`config.mk`:
```
export PLATFORM = sky130hd
export DESIGN_NAME = udc_host_sequencer_flat
export DESIGN_NICKNAME = d
export VERILOG_FILES = /design/src/rtl/udc_host_sequencer_if.sv /design/src/rtl/udc_host_sequencer.sv /design/src/flat_wrapper.sv
export SDC_FILE = /design/constraint.sdc
export NUM_CORES = 1
export LEC_CHECK = 0
export ABC_CLOCK_PERIOD_IN_PS = 2100
export CORE_ASPECT_RATIO = 0.6
export CORE_MARGIN = 4
export CORE_UTILIZATION = 45
export DETAILED_ROUTE_END_ITERATION = 8
export MAX_ROUTING_LAYER = met4
export PLACE_DENSITY = 0.74
export SYNTH_ARGS = -nofsm -noshare
export SYNTH_HDL_FRONTEND = slang
export SYNTH_SLANG_ARGS = --single-unit
```
`constraint.sdc`:
```
create_clock -name clock_i -period 2.1 [get_ports clock_i]
set_input_delay 0.525 -clock clock_i [delete_from_list [all_inputs] [get_ports clock_i]]
set_output_delay 0.525 -clock clock_i [all_outputs]
set_load 0.01 [all_outputs]
```
`src/rtl/udc_host_sequencer_if.sv`:
```
// udc_host_sequencer_if
// Bundles the host command handshake and the counter-chip bus of the
// udc_host_sequencer into one connection.
//
// Signals:
//   cmd_valid_i, cmd_ready_o          host command handshake
//   plr_i, ulr_i, llr_i, ccr_i        register values supplied with a command
//   ncs_o, nwr_o, nrd_o               active-low chip-select and strobes
//   a1_o, a0_o                        register address (00 PLR .. 11 CCR)
//   dout_o, dout_oe_o, din_i          data bus out, output enable, readback in
//   start_o, ec_i, err_i              counter start pulse and status inputs
//   busy_o, done_o, fault_o           sequence status and completion code
//
// Modports:
//   master  the sequencer side (drives the *_o signals)
//   slave   the host/counter side (drives the *_i signals)

interface udc_host_sequencer_if;

    logic       cmd_valid_i;
    logic       cmd_ready_o;
    logic [7:0] plr_i;
    logic [7:0] ulr_i;
    logic [7:0] llr_i;
    logic [7:0] ccr_i;
    logic       ncs_o;
    logic       nwr_o;
    logic       nrd_o;
    logic       a1_o;
    logic       a0_o;
    logic [7:0] dout_o;
    logic       dout_oe_o;
    logic [7:0] din_i;
    logic       start_o;
    logic       ec_i;
    logic       err_i;
    logic       busy_o;
    logic       done_o;
    logic [1:0] fault_o;

    modport master (
        input  cmd_valid_i, plr_i, ulr_i, llr_i, ccr_i, din_i, ec_i, err_i,
        output cmd_ready_o, ncs_o, nwr_o, nrd_o, a1_o, a0_o, dout_o,
               dout_oe_o, start_o, busy_o, done_o, fault_o
    );

    modport slave (
        output cmd_valid_i, plr_i, ulr_i, llr_i, ccr_i, din_i, ec_i, err_i,
        input  cmd_ready_o, ncs_o, nwr_o, nrd_o, a1_o, a0_o, dout_o,
               dout_oe_o, start_o, busy_o, done_o, fault_o
    );

endinterface

```
`src/rtl/udc_host_sequencer.sv`:
```
// udc_host_sequencer
// Accepts one command from a host, programs the four registers of an
// up/down counter chip (PLR, ULR, LLR, CCR) over its strobed bus, checks the
// chip's error flag, pulses start and then waits for end-of-count or a
// timeout. Every sequence ends with a one-cycle done pulse and a fault code:
//   0 end-of-count seen, 1 rejected (CCR zero or chip error),
//   2 RUN timeout, 3 readback mismatch.
//
// Ports:
//   clock_i   single clock, rising edge
//   reset_i   synchronous, active-high reset
//   bus       udc_host_sequencer_if.master (handshake, counter bus, status)
//
// Parameter:
//   RUN_TIMEOUT  cycles after the START cycle at which RUN gives up
//
// Configuration macro:
//   UDC_SEQ_READBACK_EN  when defined, each register write is followed by a
//                        two-cycle read of the same register that must return
//                        the value just written.

module udc_host_sequencer #(
    parameter int RUN_TIMEOUT = 4095
) (
    input  logic                   clock_i,
    input  logic                   reset_i,
    udc_host_sequencer_if.master   bus
);

    localparam int          CNT_W         = (RUN_TIMEOUT < 2) ? 1 : $clog2(RUN_TIMEOUT + 1);
    localparam logic [31:0] TIMEOUT_LIMIT = 32'(RUN_TIMEOUT);

    typedef enum logic [3:0] {
        IDLE,
        WR_SETUP,
        WR_STROBE,
        WR_HOLD,
`ifdef UDC_SEQ_READBACK_EN
        RD_WAIT,
        RD_CHECK,
`endif
        ERR_CHK,
        START,
        RUN,
        DONE
    } state_t;

    state_t           state_q;
    state_t           state_d;
    logic [3:0][7:0]  field_q;
    logic [1:0]       idx_q;
    logic [1:0]       idx_d;
    logic [CNT_W-1:0] run_cnt_q;
    logic [CNT_W-1:0] run_cnt_d;
    logic [1:0]       fault_q;
    logic [1:0]       fault_d;
    logic             load_fields;
    logic             timeout_hit;

    logic             ncs;
    logic             nwr;
    logic             nrd;
    logic             dout_oe;
    logic [7:0]       dout;
    logic [1:0]       addr;
    logic             start;
    logic             done;
    logic [1:0]       fault;

    // run_cnt_q holds the number of cycles elapsed since the START cycle, so
    // the timeout fires on the RUN cycle whose successor would be cycle
    // RUN_TIMEOUT after START; DONE then lands exactly RUN_TIMEOUT cycles
    // after the start pulse.
    assign timeout_hit = (32'(run_cnt_q) + 32'd1) >= TIMEOUT_LIMIT;

`ifndef UDC_SEQ_READBACK_EN
    // Without readback the data bus input is not consumed.
    logic unused_din;
    assign unused_din = ^bus.din_i;
`endif

    // State register plus the captured command fields. Fields are loaded
    // only on accept so the bus sees stable data for the whole sequence.
    always_ff @(posedge clock_i) begin
        if (reset_i) begin
            state_q   <= IDLE;
            idx_q     <= 2'd0;
            run_cnt_q <= '0;
            fault_q   <= 2'd0;
            field_q   <= '0;
        end else begin
            state_q   <= state_d;
            idx_q     <= idx_d;
            run_cnt_q <= run_cnt_d;
            fault_q   <= fault_d;
            if (load_fields) begin
                field_q <= {bus.ccr_i, bus.llr_i, bus.ulr_i, bus.plr_i};
            end
        end
    end

    // Next-state logic. The register index walks 0..3; after the last
    // register the chip error flag is checked before the counter is started.
    // In RUN, end-of-count is tested before the timeout so it wins a tie.
    always_comb begin
        state_d     = state_q;
        idx_d       = idx_q;
        run_cnt_d   = run_cnt_q;
        fault_d     = fault_q;
        load_fields = 1'b0;

        case (state_q)
            IDLE: begin
                if (bus.cmd_valid_i) begin
                    load_fields = 1'b1;
                    idx_d       = 2'd0;
                    run_cnt_d   = '0;
                    if (bus.ccr_i == 8'd0) begin
                        fault_d = 2'd1;
                        state_d = DONE;
                    end else begin
                        state_d = WR_SETUP;
                    end
                end
            end
            WR_SETUP:  state_d = WR_STROBE;
            WR_STROBE: state_d = WR_HOLD;
`ifdef UDC_SEQ_READBACK_EN
            WR_HOLD:   state_d = RD_WAIT;
            RD_WAIT:   state_d = RD_CHECK;
            RD_CHECK: begin
                if (bus.din_i != field_q[idx_q]) begin
                    fault_d = 2'd3;
                    state_d = DONE;
                end else if (idx_q == 2'd3) begin
                    state_d = ERR_CHK;
                end else begin
                    idx_d   = idx_q + 2'd1;
                    state_d = WR_SETUP;
                end
            end
`else
            WR_HOLD: begin
                if (idx_q == 2'd3) begin
                    state_d = ERR_CHK;
                end else begin
                    idx_d   = idx_q + 2'd1;
                    state_d = WR_SETUP;
                end
            end
`endif
            ERR_CHK: begin
                if (bus.err_i) begin
                    fault_d = 2'd1;
                    state_d = DONE;
                end else begin
                    state_d = START;
                end
            end
            START: begin
                run_cnt_d = CNT_W'(1);
                state_d   = RUN;
            end
            RUN: begin
                run_cnt_d = run_cnt_q + CNT_W'(1);
                if (bus.ec_i) begin
                    fault_d = 2'd0;
                    state_d = DONE;
                end else if (timeout_hit) begin
                    fault_d = 2'd2;
                    state_d = DONE;
                end
            end
            DONE:    state_d = IDLE;
            default: state_d = IDLE;
        endcase
    end

    // Output decode from the current state. Chip-select stays low from the
    // first write through RUN because the counter drops its programming as
    // soon as it is deselected. Address and data are only presented while
    // the bus is actually addressing a register.
    always_comb begin
        ncs     = 1'b1;
        nwr     = 1'b1;
        nrd     = 1'b1;
        dout_oe = 1'b0;
        dout    = 8'd0;
        addr    = 2'd0;
        start   = 1'b0;
        done    = 1'b0;
        fault   = 2'd0;

        case (state_q)
            WR_SETUP, WR_HOLD: begin
                ncs     = 1'b0;
                addr    = idx_q;
                dout    = field_q[idx_q];
                dout_oe = 1'b1;
            end
            WR_STROBE: begin
                ncs     = 1'b0;
                nwr     = 1'b0;
                addr    = idx_q;
                dout    = field_q[idx_q];
                dout_oe = 1'b1;
            end
`ifdef UDC_SEQ_READBACK_EN
            RD_WAIT, RD_CHECK: begin
                ncs  = 1'b0;
                nrd  = 1'b0;
                addr = idx_q;
            end
`endif
            ERR_CHK, RUN: begin
                ncs = 1'b0;
            end
            START: begin
                ncs   = 1'b0;
                start = 1'b1;
            end
            DONE: begin
                done  = 1'b1;
                fault = fault_q;
            end
            default: begin
                ncs = 1'b1;
            end
        endcase
    end

    assign bus.cmd_ready_o = (state_q == IDLE);
    assign bus.busy_o      = (state_q != IDLE);
    assign bus.ncs_o       = ncs;
    assign bus.nwr_o       = nwr;
    assign bus.nrd_o       = nrd;
    assign bus.a1_o        = addr[1];
    assign bus.a0_o        = addr[0];
    assign bus.dout_o      = dout;
    assign bus.dout_oe_o   = dout_oe;
    assign bus.start_o     = start;
    assign bus.done_o      = done;
    assign bus.fault_o     = fault;

endmodule

```
`src/flat_wrapper.sv`:
```
// flat-port wrapper written by rule: the top's interface ports become plain ports
module udc_host_sequencer_flat 
#(
    parameter int RUN_TIMEOUT = 4095
)
  (clock_i, reset_i, bus_cmd_valid_i, bus_plr_i, bus_ulr_i, bus_llr_i, bus_ccr_i, bus_din_i, bus_ec_i, bus_err_i, bus_cmd_ready_o, bus_ncs_o, bus_nwr_o, bus_nrd_o, bus_a1_o, bus_a0_o, bus_dout_o, bus_dout_oe_o, bus_start_o, bus_busy_o, bus_done_o, bus_fault_o);
  udc_host_sequencer_if bus_i ();
  input  logic clock_i;
  input  logic reset_i;
  input wire logic [$bits(bus_i.cmd_valid_i)-1:0] bus_cmd_valid_i;
  input wire logic [$bits(bus_i.plr_i)-1:0] bus_plr_i;
  input wire logic [$bits(bus_i.ulr_i)-1:0] bus_ulr_i;
  input wire logic [$bits(bus_i.llr_i)-1:0] bus_llr_i;
  input wire logic [$bits(bus_i.ccr_i)-1:0] bus_ccr_i;
  input wire logic [$bits(bus_i.din_i)-1:0] bus_din_i;
  input wire logic [$bits(bus_i.ec_i)-1:0] bus_ec_i;
  input wire logic [$bits(bus_i.err_i)-1:0] bus_err_i;
  output wire logic [$bits(bus_i.cmd_ready_o)-1:0] bus_cmd_ready_o;
  output wire logic [$bits(bus_i.ncs_o)-1:0] bus_ncs_o;
  output wire logic [$bits(bus_i.nwr_o)-1:0] bus_nwr_o;
  output wire logic [$bits(bus_i.nrd_o)-1:0] bus_nrd_o;
  output wire logic [$bits(bus_i.a1_o)-1:0] bus_a1_o;
  output wire logic [$bits(bus_i.a0_o)-1:0] bus_a0_o;
  output wire logic [$bits(bus_i.dout_o)-1:0] bus_dout_o;
  output wire logic [$bits(bus_i.dout_oe_o)-1:0] bus_dout_oe_o;
  output wire logic [$bits(bus_i.start_o)-1:0] bus_start_o;
  output wire logic [$bits(bus_i.busy_o)-1:0] bus_busy_o;
  output wire logic [$bits(bus_i.done_o)-1:0] bus_done_o;
  output wire logic [$bits(bus_i.fault_o)-1:0] bus_fault_o;
  assign bus_i.cmd_valid_i = bus_cmd_valid_i;
  assign bus_i.plr_i = bus_plr_i;
  assign bus_i.ulr_i = bus_ulr_i;
  assign bus_i.llr_i = bus_llr_i;
  assign bus_i.ccr_i = bus_ccr_i;
  assign bus_i.din_i = bus_din_i;
  assign bus_i.ec_i = bus_ec_i;
  assign bus_i.err_i = bus_err_i;
  assign bus_cmd_ready_o = bus_i.cmd_ready_o;
  assign bus_ncs_o = bus_i.ncs_o;
  assign bus_nwr_o = bus_i.nwr_o;
  assign bus_nrd_o = bus_i.nrd_o;
  assign bus_a1_o = bus_i.a1_o;
  assign bus_a0_o = bus_i.a0_o;
  assign bus_dout_o = bus_i.dout_o;
  assign bus_dout_oe_o = bus_i.dout_oe_o;
  assign bus_start_o = bus_i.start_o;
  assign bus_busy_o = bus_i.busy_o;
  assign bus_done_o = bus_i.done_o;
  assign bus_fault_o = bus_i.fault_o;
  udc_host_sequencer #(.RUN_TIMEOUT(RUN_TIMEOUT)) u_core (.clock_i(clock_i), .reset_i(reset_i), .bus(bus_i));
endmodule
```
==> results.json <==
{
  "wl_per_cell_um": 14.8,
  "finClkSkew_ns": 0.00585,
  "path_class": "reg -> out",
  "cp.required_ns": 1.57,
  "slew_violations": 0,
  "synthCells": 331,
  "rsz0062_at_grt": "true",
  "die-area_sq_um": 7190,
  "synthDistinctLibCells": 48,
  "h-tree-depth": 2,
  "fp.dieW_um": 107,
  "coreArea_sq_um": 5620,
  "ys_ff_latch": 51,
  "drt-total-wl_um": 7170,
  "grt_start_max_net_pins": 52,
  "grt_pass1_vias": 2212,
  "yosys_warnings": 0,
  "crit_buf_inv": 3,
  "drt_iter0_markers": 186,
  "root_buffer": "clkbuf_8",
  "max_clock_freq_mhz": 463,
  "setup_viol": 5,
  "clk_latency_ns": 0.30,
  "cp-end-kind": "primary output",
  "synth_area_leaders": "dfxtp_1 39%, nand2_1 11%, a21oi_1 8.5%, mux4_2 6.8%, nor2_1 3.6%",
  "cts_buffers": 5,
  "synth.avg_cell_area_sq_um": 7.97,
  "min_path_type": "reg -> reg",
  "die_y_um": 67.3,
  "seq_area_frac_synth": 0.387,
  "drive_gt1_frac": 0.218,
  "critical_path_arrival_ns": 1.63,
  "slew_headroom": 0.644,
  "period_share": 1.03,
  "port_buffers": 55,
  "synth_edf_count": 0,
  "viasPerCell": 5.30,
  "yosysTopAreaCell": "dfxtp_1",
  "synthFlopType": "dfxtp_1",
  "synthesis.nets": 379,
  "slowest_delay_ns": 0.48,
  "start_util": 0.469,
  "globalplace.congestion": 0.880,
  "tightest_slew_ns": 0.528,
  "rows": 21,
  "cts_tree": "done",
  "rrSetupSlack_ns": 0.17,
  "vias": 2562,
  "area_growth_pct": 35.7,
  "cts_buffer_depth": 2,
  "diodes": 0,
  "crit_path_start_kind": "flip-flop",
  "power_leakage_nw": 1.42,
  "grt_usage": 0.207,
  "holdWs_ns": 0.459,
  "power_density_nw_per_um2": 547,
  "dr.pass1.iters": 4,
  "yosysMostFrequentCell": "nand2_1",
  "drc": 0,
  "critical_path.slowest_cell": "mux4_2",
  "overflow": 0,
  "io_pins": 65,
  "hold_viol_final": 0,
  "grt_pass1_wl_um": 11300,
  "hpwl_um": 5140,
  "dp.cells": 470,
  "maxCapViolations": 0,
  "failed_checks": "negative setup slack",
  "cts_num_sinks": 51,
  "final_cells": 483,
  "period_needed_ns": 2.16,
  "path_clk_slew_ns": 0.10,
  "nNetsFinal": 450,
  "placed_area_sq_um": 3410,
  "synthesis.area_sq_um": 2640,
  "synth-async-reset-ratio": 0,
  "setup_slack_ns": -0.0578,
  "status": "finished, violations left",
  "worstPathMaxFanout": 4,
  "path_cells": "buf_6, buf_4, mux4_2, and2_4, buf_6",
  "synth_common_cells": "77 x nand2_1, 51 x dfxtp_1, 45 x a21oi_1",
  "netlist.area_leader.share": 0.387,
  "stdcell_area_sq_um": 3580,
  "crit_path_frequent_cell": "buf_6",
  "postRouteAntennaNets": 0,
  "path_delay_family": "multiplexers",
  "antenna_found_initial": 0,
  "peakVddDrop_mv": 0.298,
  "cts_hold_buffers": 0
}
## final cells by class
class                      instances  area (sq um)
fill                             508          2040
multi-input combinational        252          1510
sequential                        51          1040
timing repair buffer              89           832
tap                               80           100
clock buffer                       6          72.6
clock inverter                     2          12.5
inverter                           3          11.3
## per-stage QoR
| stage | setup TNS (ns) | utilization | total power [mW] | setup WS (ns) |
|---|---|---|---|---|
| after CTS | -0.458 | 0.626 | 1.95 | -0.114 |
| after global placement | -0.510 | 0.606 | 1.39 | -0.113 |
| after floorplan | 0 | - | 1.22 | 0.0376 |
| after global routing | -0.521 | 0.637 | 2.05 | -0.126 |
| final | -0.177 | 0.637 | 1.96 | -0.0578 |
| after detailed placement | -0.574 | 0.606 | 1.40 | -0.103 |
## repair_timing
item                       4_1_cts  5_1_grt
setup buffers                    4        2
setup endpoints to repair       19       14
gates resized for setup         52       19
pin swaps                        2        6
## path summary, 6_finish.rpt
path,start,to,depth (start not counted)
max,u_core.idx_q[0],bus_dout_o[3],5
min,u_core.field_q[26],u_core.field_q[26],2
max reg2reg,u_core.run_cnt_q[0],u_core.fault_q[1],7
min reg2reg,u_core.field_q[26],u_core.field_q[26],2
## sequential cells by signal, indices dropped and copies added (netlist names)
name / count
u_core.fault_q: 2
u_core.state_q: 3
u_core.run_cnt_q: 12
u_core.field_q: 32
u_core.idx_q: 2
## cells by family (layout without fill, tap and decap cells)
family / Yosys count / after routing / synth area share
buf+inv: 28 / 100 / 0.0507
other cells: 1 / 1 / 0.00142
mux: 11 / 11 / 0.0801
simple gates: 158 / 158 / 0.287
flops: 51 / 51 / 0.387
xor+xnor: 6 / 6 / 0.0228
fa+ha+maj: 3 / 3 / 0.0142
compound gates: 73 / 73 / 0.156
## routing by layer
layer | GRT usage | vias to the layer above | wire, um
met5 | - | - | 0
met3 | 0.0392 | 2 | 439
met2 | 0.281 | 81 | 2990
met4 | 0.0383 | 0 | 21
li1 | - | 1282 | -
met1 | 0.317 | 1197 | 3720
## layout by cell type (no fill, tap or decap), types with 2 or more instances in the layout
cell type	count
nand2_1	77
a21oi_1	45
dfxtp_1	44
clkdlybuf4s50_1	38
buf_4	30
nor2_1	25
o21ai_0	12
mux4_2	8
buf_6	8
and2_4	7
nor3_1	7
dlygate4sd2_1	7
and2_1	6
a22oi_1	5
and3_1	5
nand3_1	5
clkbuf_8	5
xnor2_1	4
nand4_1	4
nor4_1	4
dfxtp_2	4
a311oi_1	3
dfxtp_4	3
and3_4	2
or2_2	2
and3_2	2
and2b_2	2
nand2b_1	2
mux2i_1	2
a211oi_1	2
ha_1	2
buf_2	2
dlymetal6s2s_1	2
buf_12	2
## report_power, final
part / total (mW) / switching [mW] / internal (mW)
logic: 0.353 / 0.165 / 0.188
clock network: 0.568 / 0.334 / 0.234
registers: 1.04 / 0.0300 / 1.01
## worst reg2reg max path, stage by stage (launching register included)
cell      delay, ns
dfxtp_2        0.41
ha_2           0.26
and3_1         0.20
and3_2         0.24
xnor2_2        0.10
nor4_4         0.27
a311oi_1       0.15
nor4_2         0.22
Note: power is estimated with default switching activity, not from simulation.
